[src/rtl/multi_center_of_mass.sv]
// multi_center_of_mass
//   Per-channel centroid tracker for N_CH threshold masks sharing one pixel
//   stream. Each channel accumulates x/y sums and a pixel count during the
//   frame. On the frame-end strobe the totals are frozen into shadow registers.
//   One shared pair of restoring dividers (x and y in parallel) then walks the
//   channels in order and writes the centroid of every channel that saw enough
//   pixels.
//
//   Optional feature macro: COM_SMOOTH_EN. When it is defined, each stored
//   centroid is blended as (3*prev + new) >> 2 whenever the channel was already
//   found in the previous frame.
//
// Ports
//   clk_in         in   1          system clock
//   rst_in         in   1          synchronous active-high reset
//   x_in           in   X_W        pixel column, aligned with valid_in
//   y_in           in   Y_W        pixel row, aligned with valid_in
//   valid_in       in   N_CH       per-channel mask bit for this pixel
//   tabulate_in    in   1          frame-end strobe (single cycle)
//   x_com_out      out  N_CH*X_W   packed x centroids, channel c at [c*X_W +: X_W]
//   y_com_out      out  N_CH*Y_W   packed y centroids, channel c at [c*Y_W +: Y_W]
//   found_out      out  N_CH       channel reached MIN_PIXELS in last tabulated frame
//   valid_com_out  out  1          one-cycle pulse: all outputs updated
//   busy_out       out  1          divider sequence in progress
//   overrun_out    out  1          one-cycle pulse: tabulate_in arrived while busy
module multi_center_of_mass #(
  parameter int N_CH       = 2,
  parameter int X_W        = 11,
  parameter int Y_W        = 10,
  parameter int CNT_W      = 17,
  parameter int MIN_PIXELS = 16
) (
  input  logic                clk_in,
  input  logic                rst_in,
  input  logic [X_W-1:0]      x_in,
  input  logic [Y_W-1:0]      y_in,
  input  logic [N_CH-1:0]     valid_in,
  input  logic                tabulate_in,
  output logic [N_CH*X_W-1:0] x_com_out,
  output logic [N_CH*Y_W-1:0] y_com_out,
  output logic [N_CH-1:0]     found_out,
  output logic                valid_com_out,
  output logic                busy_out,
  output logic                overrun_out
);

  localparam int SX_W  = X_W + CNT_W;
  localparam int SY_W  = Y_W + CNT_W;
  localparam int SUM_W = SX_W;
  localparam int CH_W  = (N_CH > 1) ? $clog2(N_CH) : 1;
  localparam int BC_W  = $clog2(SUM_W + 1);

  localparam logic [CNT_W-1:0] MIN_CNT  = CNT_W'(MIN_PIXELS);
  localparam logic [BC_W-1:0]  LAST_BIT = BC_W'(SUM_W - 1);
  localparam logic [CH_W-1:0]  LAST_CH  = CH_W'(N_CH - 1);

  typedef enum logic [2:0] {
    S_IDLE,
    S_LOAD,
    S_DIV,
    S_STORE,
    S_DONE
  } state_t;

  state_t r_state;
  state_t w_state_next;

  logic              w_busy;
  logic              r_overrun;

  // Shared divider datapath
  logic [CH_W-1:0]   r_ch;
  logic [BC_W-1:0]   r_bit_cnt;
  logic [SUM_W-1:0]  r_qx;
  logic [SUM_W-1:0]  r_qy;
  logic [CNT_W-1:0]  r_rx;
  logic [CNT_W-1:0]  r_ry;
  logic [CNT_W-1:0]  r_divisor;

  logic [CNT_W:0]    w_x_shift;
  logic [CNT_W:0]    w_y_shift;
  logic              w_x_ge;
  logic              w_y_ge;
  logic [CNT_W-1:0]  w_x_diff;
  logic [CNT_W-1:0]  w_y_diff;
  logic              w_hit;
  logic [X_W-1:0]    w_qx_lo;
  logic [Y_W-1:0]    w_qy_lo;

  // Shadow totals as seen by the divider, one entry per channel
  logic [SX_W-1:0]   w_sh_sum_x [N_CH];
  logic [SY_W-1:0]   w_sh_sum_y [N_CH];
  logic [CNT_W-1:0]  w_sh_cnt   [N_CH];
  logic [SX_W-1:0]   w_sel_sum_x;
  logic [SY_W-1:0]   w_sel_sum_y;
  logic [CNT_W-1:0]  w_sel_cnt;

  assign w_busy = (r_state != S_IDLE);

  // --------------------------------------------------------------------------
  // Per-channel accumulators and frame-end shadows
  // --------------------------------------------------------------------------
  genvar gi;
  generate
    for (gi = 0; gi < N_CH; gi++) begin : g_acc
      logic [SX_W-1:0]  r_sum_x;
      logic [SY_W-1:0]  r_sum_y;
      logic [CNT_W-1:0] r_cnt;
      logic [SX_W-1:0]  r_sh_sum_x;
      logic [SY_W-1:0]  r_sh_sum_y;
      logic [CNT_W-1:0] r_sh_cnt;

      always_ff @(posedge clk_in) begin
        if (rst_in) begin
          r_sum_x    <= '0;
          r_sum_y    <= '0;
          r_cnt      <= '0;
          r_sh_sum_x <= '0;
          r_sh_sum_y <= '0;
          r_sh_cnt   <= '0;
        end else begin
          if (tabulate_in) begin
            // The strobe cycle's pixel opens the next frame.
            r_sum_x <= valid_in[gi] ? SX_W'(x_in) : '0;
            r_sum_y <= valid_in[gi] ? SY_W'(y_in) : '0;
            r_cnt   <= valid_in[gi] ? CNT_W'(1) : '0;
          end else if (valid_in[gi] && (r_cnt != '1)) begin
            // A saturated count freezes the whole channel so the ratio stays sane.
            r_sum_x <= r_sum_x + SX_W'(x_in);
            r_sum_y <= r_sum_y + SY_W'(y_in);
            r_cnt   <= r_cnt + CNT_W'(1);
          end
          // A strobe during a running sequence drops that frame's totals.
          if (tabulate_in && !w_busy) begin
            r_sh_sum_x <= r_sum_x;
            r_sh_sum_y <= r_sum_y;
            r_sh_cnt   <= r_cnt;
          end
        end
      end

      assign w_sh_sum_x[gi] = r_sh_sum_x;
      assign w_sh_sum_y[gi] = r_sh_sum_y;
      assign w_sh_cnt[gi]   = r_sh_cnt;
    end
  endgenerate

  assign w_sel_sum_x = w_sh_sum_x[r_ch];
  assign w_sel_sum_y = w_sh_sum_y[r_ch];
  assign w_sel_cnt   = w_sh_cnt[r_ch];

  // --------------------------------------------------------------------------
  // Sequencer
  // --------------------------------------------------------------------------
  always_ff @(posedge clk_in) begin
    if (rst_in) begin
      r_state <= S_IDLE;
    end else begin
      r_state <= w_state_next;
    end
  end

  always_comb begin
    w_state_next = r_state;
    case (r_state)
      S_IDLE:  if (tabulate_in) w_state_next = S_LOAD;
      S_LOAD:  w_state_next = S_DIV;
      S_DIV:   if (r_bit_cnt == LAST_BIT) w_state_next = S_STORE;
      S_STORE: w_state_next = (r_ch == LAST_CH) ? S_DONE : S_LOAD;
      S_DONE:  w_state_next = S_IDLE;
      default: w_state_next = S_IDLE;
    endcase
  end

  always_ff @(posedge clk_in) begin
    if (rst_in) begin
      r_overrun <= 1'b0;
    end else begin
      r_overrun <= tabulate_in && w_busy;
    end
  end

  // --------------------------------------------------------------------------
  // Restoring dividers: one quotient bit per cycle, MSB first. The dividend
  // register doubles as the quotient register as bits shift through it.
  // --------------------------------------------------------------------------
  assign w_x_shift = {r_rx, r_qx[SUM_W-1]};
  assign w_y_shift = {r_ry, r_qy[SUM_W-1]};
  assign w_x_ge    = (w_x_shift >= {1'b0, r_divisor});
  assign w_y_ge    = (w_y_shift >= {1'b0, r_divisor});
  // The difference is below the divisor whenever it is used, so CNT_W bits suffice.
  assign w_x_diff  = w_x_shift[CNT_W-1:0] - r_divisor;
  assign w_y_diff  = w_y_shift[CNT_W-1:0] - r_divisor;

  always_ff @(posedge clk_in) begin
    if (rst_in) begin
      r_ch      <= '0;
      r_bit_cnt <= '0;
      r_qx      <= '0;
      r_qy      <= '0;
      r_rx      <= '0;
      r_ry      <= '0;
      r_divisor <= '0;
    end else begin
      case (r_state)
        S_IDLE: begin
          r_ch <= '0;
        end
        S_LOAD: begin
          r_qx      <= w_sel_sum_x;
          r_qy      <= SUM_W'(w_sel_sum_y);
          r_rx      <= '0;
          r_ry      <= '0;
          r_divisor <= w_sel_cnt;
          r_bit_cnt <= '0;
        end
        S_DIV: begin
          r_bit_cnt <= r_bit_cnt + BC_W'(1);
          // An empty channel still spends the DIV slot so frame latency stays
          // fixed, but the datapath is held so nothing is divided by zero.
          if (r_divisor != '0) begin
            r_qx <= {r_qx[SUM_W-2:0], w_x_ge};
            r_qy <= {r_qy[SUM_W-2:0], w_y_ge};
            r_rx <= w_x_ge ? w_x_diff : w_x_shift[CNT_W-1:0];
            r_ry <= w_y_ge ? w_y_diff : w_y_shift[CNT_W-1:0];
          end
        end
        S_STORE: begin
          if (r_ch != LAST_CH) begin
            r_ch <= r_ch + CH_W'(1);
          end
        end
        default: begin
        end
      endcase
    end
  end

  assign w_hit   = (r_divisor >= MIN_CNT) && (r_divisor != '0);
  assign w_qx_lo = r_qx[X_W-1:0];
  assign w_qy_lo = r_qy[Y_W-1:0];

  // --------------------------------------------------------------------------
  // Result registers, written only in STORE for the channel being processed
  // --------------------------------------------------------------------------
  generate
    for (gi = 0; gi < N_CH; gi++) begin : g_out
      logic [X_W-1:0] r_x_com;
      logic [Y_W-1:0] r_y_com;
      logic           r_found;
      logic [X_W-1:0] w_x_new;
      logic [Y_W-1:0] w_y_new;

`ifdef COM_SMOOTH_EN
      // 3*prev + new fits in two extra bits; the shift drops them again.
      logic [X_W+1:0] w_x_blend;
      logic [Y_W+1:0] w_y_blend;
      assign w_x_blend = {2'b00, r_x_com} + {1'b0, r_x_com, 1'b0} + {2'b00, w_qx_lo};
      assign w_y_blend = {2'b00, r_y_com} + {1'b0, r_y_com, 1'b0} + {2'b00, w_qy_lo};
      assign w_x_new   = r_found ? w_x_blend[X_W+1:2] : w_qx_lo;
      assign w_y_new   = r_found ? w_y_blend[Y_W+1:2] : w_qy_lo;
`else
      assign w_x_new = w_qx_lo;
      assign w_y_new = w_qy_lo;
`endif

      always_ff @(posedge clk_in) begin
        if (rst_in) begin
          r_x_com <= '0;
          r_y_com <= '0;
          r_found <= 1'b0;
        end else if ((r_state == S_STORE) && (r_ch == CH_W'(gi))) begin
          if (w_hit) begin
            r_x_com <= w_x_new;
            r_y_com <= w_y_new;
            r_found <= 1'b1;
          end else begin
            r_found <= 1'b0;
          end
        end
      end

      assign x_com_out[gi*X_W +: X_W] = r_x_com;
      assign y_com_out[gi*Y_W +: Y_W] = r_y_com;
      assign found_out[gi]            = r_found;
    end
  endgenerate

  assign valid_com_out = (r_state == S_DONE);
  assign busy_out      = w_busy;
  assign overrun_out   = r_overrun;

endmodule

[config.mk]
export PLATFORM = sky130hd
export DESIGN_NAME = multi_center_of_mass
export DESIGN_NICKNAME = d
export VERILOG_FILES = /design/src/rtl/multi_center_of_mass.sv
export SDC_FILE = /design/constraint.sdc
export NUM_CORES = 1
export LEC_CHECK = 0
export CELL_PAD_IN_SITES_DETAIL_PLACEMENT = 1
export CELL_PAD_IN_SITES_GLOBAL_PLACEMENT = 1
export CORE_MARGIN = 5
export CORE_UTILIZATION = 50
export CTS_CLUSTER_DIAMETER = 60
export DETAILED_ROUTE_END_ITERATION = 8
export MAX_ROUTING_LAYER = met4
export PLACE_DENSITY = 0.88
export SLEW_MARGIN = 40
export SYNTH_ARGS = -nofsm -noshare
export SYNTH_HDL_FRONTEND = slang
export SYNTH_SLANG_ARGS = --single-unit
[constraint.sdc]
create_clock -name clk_in -period 5.8 [get_ports clk_in]
set_input_delay 1.16 -clock clk_in [delete_from_list [all_inputs] [get_ports clk_in]]
set_output_delay 1.16 -clock clk_in [all_outputs]
set_load 0.05 [all_outputs]
==> impl_metrics.toml <==
[run_status]
outcome = "completed"

[logic_synthesis]
syn_avg_cell_area_um2 = 8.025
synth.ff_latch_count = 449
ys.flop_type = "dfxtp_1"
syn_area_um2 = 21590
synth_warnings = 0
synth_fp_nets = 2803
syn_inst = 2690
async_flop_share_pct = 0
synth-edff-count = 0
synth_cell_types = 75
ys_seq_area_share_pct = 41.64

[power_and_ir_drop]
power.density_nw_per_um2 = 349.1
max-vdd-ir-drop_v = 0.0001941
swShare_pct = 31.11
internal_power_mw = 5.882
power_switching_mw = 2.656
combPwrFrac_pct = 22.5
pwr-share-seq_pct = 38.6
clockPowerShare_pct = 38.9
leakage_nw = 8.709

[finish]
post-route-util_pct = 57.02
drive_above_1_share_pct = 5.492
area_delta_synth_final_pct = 13.27
num-nets-final = 2793
num-fill-cells = 5151
mostFrequentLayoutCells = "nand2_1, dfxtp_1, a21oi_1"
final_common_cell = "nand2_1"
final_cell_area_um2 = 24450

[drt]
drcViolationCount = 0
met2_length_um = 30730
wl_per_cell_um = 19.34
highest_layer = "met4"
drtIter0Drc = 1128
met1_length_um = 28220
ant_nets = 0
avgViaCountPerCell = 5.865
dr_wl_met3_um = 3311
drtPass1Iterations = 5
num_vias = 19350
drt_wl_total_um = 63790

[clock_network]
path_clk_slew_ns = 0.06
clkLatencyLatePin_ns = 0.60
cts_tree = "done"
clockBufferDepth = 3
cts_resized = 0
htreeDepth = 2
cts_inserted_buffers = 50
cts_setup_buffers = 0
cts_sinks = 449
holdBufCountCts = 0
cts-root-buf = "clkbuf_16"

[critical_path]
crit_arrival_ns = 2.70
path_class = "reg -> out"
endpoint = "busy_out"
startpoint_type = "register"
r2r_end = "g_acc[0].r_sum_y[14]$_SDFFE_PP0P_"
cp.required_ns = 4.64
cp_max_fo = 9
cp-end-kind = "primary output"
startpoint = "r_state[0]$_SDFFE_PP0P_"
r2r-start = "g_acc[0].r_cnt[0]$_SDFFE_PP0P_"
r2r_cells = 12
r2r_slack_ns = 2.18

[floorplan]
die_x_um = 217.8
fp.coreArea_um2 = 42890
die_y_um = 217.8
io_pins = 73
fp-row-count = 76
die_area_um2 = 47430
initial_core_util_pct = 50.34

[timing]
finalSetupViolations = 0
fin_ws_ns = 1.943
skew_ns = 0.03308
rsz0062_at_grt = "no"
hold_violations = 0
worst_slew_pin_slew_ns = 0.8398
fin_crit_ns = 3.857
fmax_mhz = 259.3
post-route-period-util_pct = 66.50
maxSlewHeadroom_pct = 43.88
finalSetupTns_ns = 0
drv_slew = 0

[place]
gp_congestion = 0.9075
postPlaceCellArea_um2 = 22700
io_buffers = 72
post-place-ws_ns = 1.604
place_hpwl_um = 43350

[global_route]
grt_pass1_vias = 20230
grt_start_max_net_pins = 120
antenna_found_initial = 1
grt_usage_pct = 27.03
overflow = 0
grt_pass1_wl_um = 104000

[min_path]
hold_start = "g_acc[0].r_cnt[14]$_SDFFE_PP0P_"
hold_path_class = "reg -> reg"

[job]
max_cap_viol_count = 0
-- power groups by stage --
stage	clock (mW)	combinational (mW)	sequential, mW
detailed placement	0	1.87	3.37
global route	3.50	2.12	3.31
finish	3.32	1.92	3.30
floorplan	0	1.49	3.32
CTS	3.37	1.90	3.30
global placement	0	1.76	3.36
-- cell families after synthesis --
group / synth area share, %
compound gates: 18.56
buf+inv: 4.045
simple gates: 21.16
mux: 4.358
flops: 41.64
xor+xnor: 4.990
fa+ha+maj: 5.251
-- cell type report --
cell class | count | area (µm²) | share of cell area [%]
multi-input combinational | 2030 | 11790 | 48.21
sequential | 449 | 8992 | 36.77
clock buffer | 66 | 1443 | 5.899
timing repair buffer | 101 | 1049 | 4.288
tap | 585 | 732.0 | 2.993
clock inverter | 19 | 265.3 | 1.085
inverter | 48 | 180.2 | 0.7368
antenna | 1 | 2.502 | 0.01023
-- worst max-delay path: stages (launching register included) --
cell and delay (ns):
dfxtp_1 0.39, nor3_1 0.65, inv_1 0.29, clkdlybuf4s50_1 0.78
-- flip-flops by register name (all words and copies together), names as in the netlist --
register,flops
g_acc.r_sh_sum_x,56
g_acc.r_sum_x,56
g_acc.r_sh_sum_y,54
g_acc.r_sum_y,54
g_acc.r_cnt,34
g_acc.r_sh_cnt,34
r_qx,28
r_qy,28
g_out.r_x_com,22
g_out.r_y_com,20
r_divisor,17
r_rx,17
r_ry,17
r_bit_cnt,5
r_state,3
g_out.r_found,2
overrun_out,1
r_ch,1
-- synthesized netlist by cell type (9+ instances only) --
| master | count | share of area (%) |
|---|---|---|
| buf_1 | 13 | 0.23 |
| nor2_1 | 343 | 6.0 |
| nand4_1 | 28 | 0.81 |
| and3_1 | 21 | 0.61 |
| o21ai_0 | 96 | 2.2 |
| xor2_1 | 57 | 2.3 |
| xnor2_1 | 66 | 2.7 |
| a21o_1 | 21 | 0.73 |
| nor2b_1 | 16 | 0.46 |
| or3_1 | 30 | 0.87 |
| nand2_1 | 463 | 8.1 |
| a21oi_1 | 343 | 8.0 |
| a32oi_1 | 15 | 0.61 |
| mux2i_1 | 94 | 4.4 |
| dfxtp_1 | 449 | 42 |
| nand3_1 | 36 | 0.83 |
| buf_2 | 29 | 0.67 |
| inv_1 | 47 | 0.82 |
| nand2b_1 | 20 | 0.58 |
| clkbuf_1 | 113 | 2.0 |
| a211oi_1 | 89 | 3.1 |
| ha_1 | 81 | 4.7 |
| nor3_1 | 53 | 1.2 |
| o21ai_1 | 10 | 0.23 |
| o21a_1 | 14 | 0.49 |
| nor3b_1 | 9 | 0.31 |
| a31oi_1 | 17 | 0.49 |
-- per-stage QoR --
step	cells	power [mW]	hold slack, ns
after floorplan	2690	4.812	0.4357
after global placement	3207	5.116	0.4414
after detailed placement	3211	5.239	0.4477
after CTS	3296	8.574	0.4562
after global routing	3299	8.928	0.4792
final	3299	8.538	0.4512
-- per-layer routing --
metal / vias to the layer above / global-route usage, %
li1: 9287 / -
met1: 9542 / 34.55
met2: 413 / 45.22
met3: 107 / 4.109
met4: 0 / 7.013
met5: - / -
-- worst min path at each step --
stage | slack [ns] | depth (start not counted) | to
floorplan | 0.44 | 2 | g_acc[0].r_sh_cnt[0]$_SDFFE_PP0P_
global placement | 0.44 | 2 | g_acc[1].r_sh_sum_x[25]$_SDFFE_PP0P_
detailed placement | 0.45 | 2 | g_acc[0].r_sh_cnt[16]$_SDFFE_PP0P_
CTS | 0.46 | 2 | g_acc[0].r_sh_cnt[16]$_SDFFE_PP0P_
global route | 0.48 | 2 | g_acc[1].r_sh_sum_x[0]$_SDFFE_PP0P_
finish | 0.45 | 2 | g_acc[0].r_sh_cnt[14]$_SDFFE_PP0P_
No activity file was read; power rests on OpenSTA's default activity.
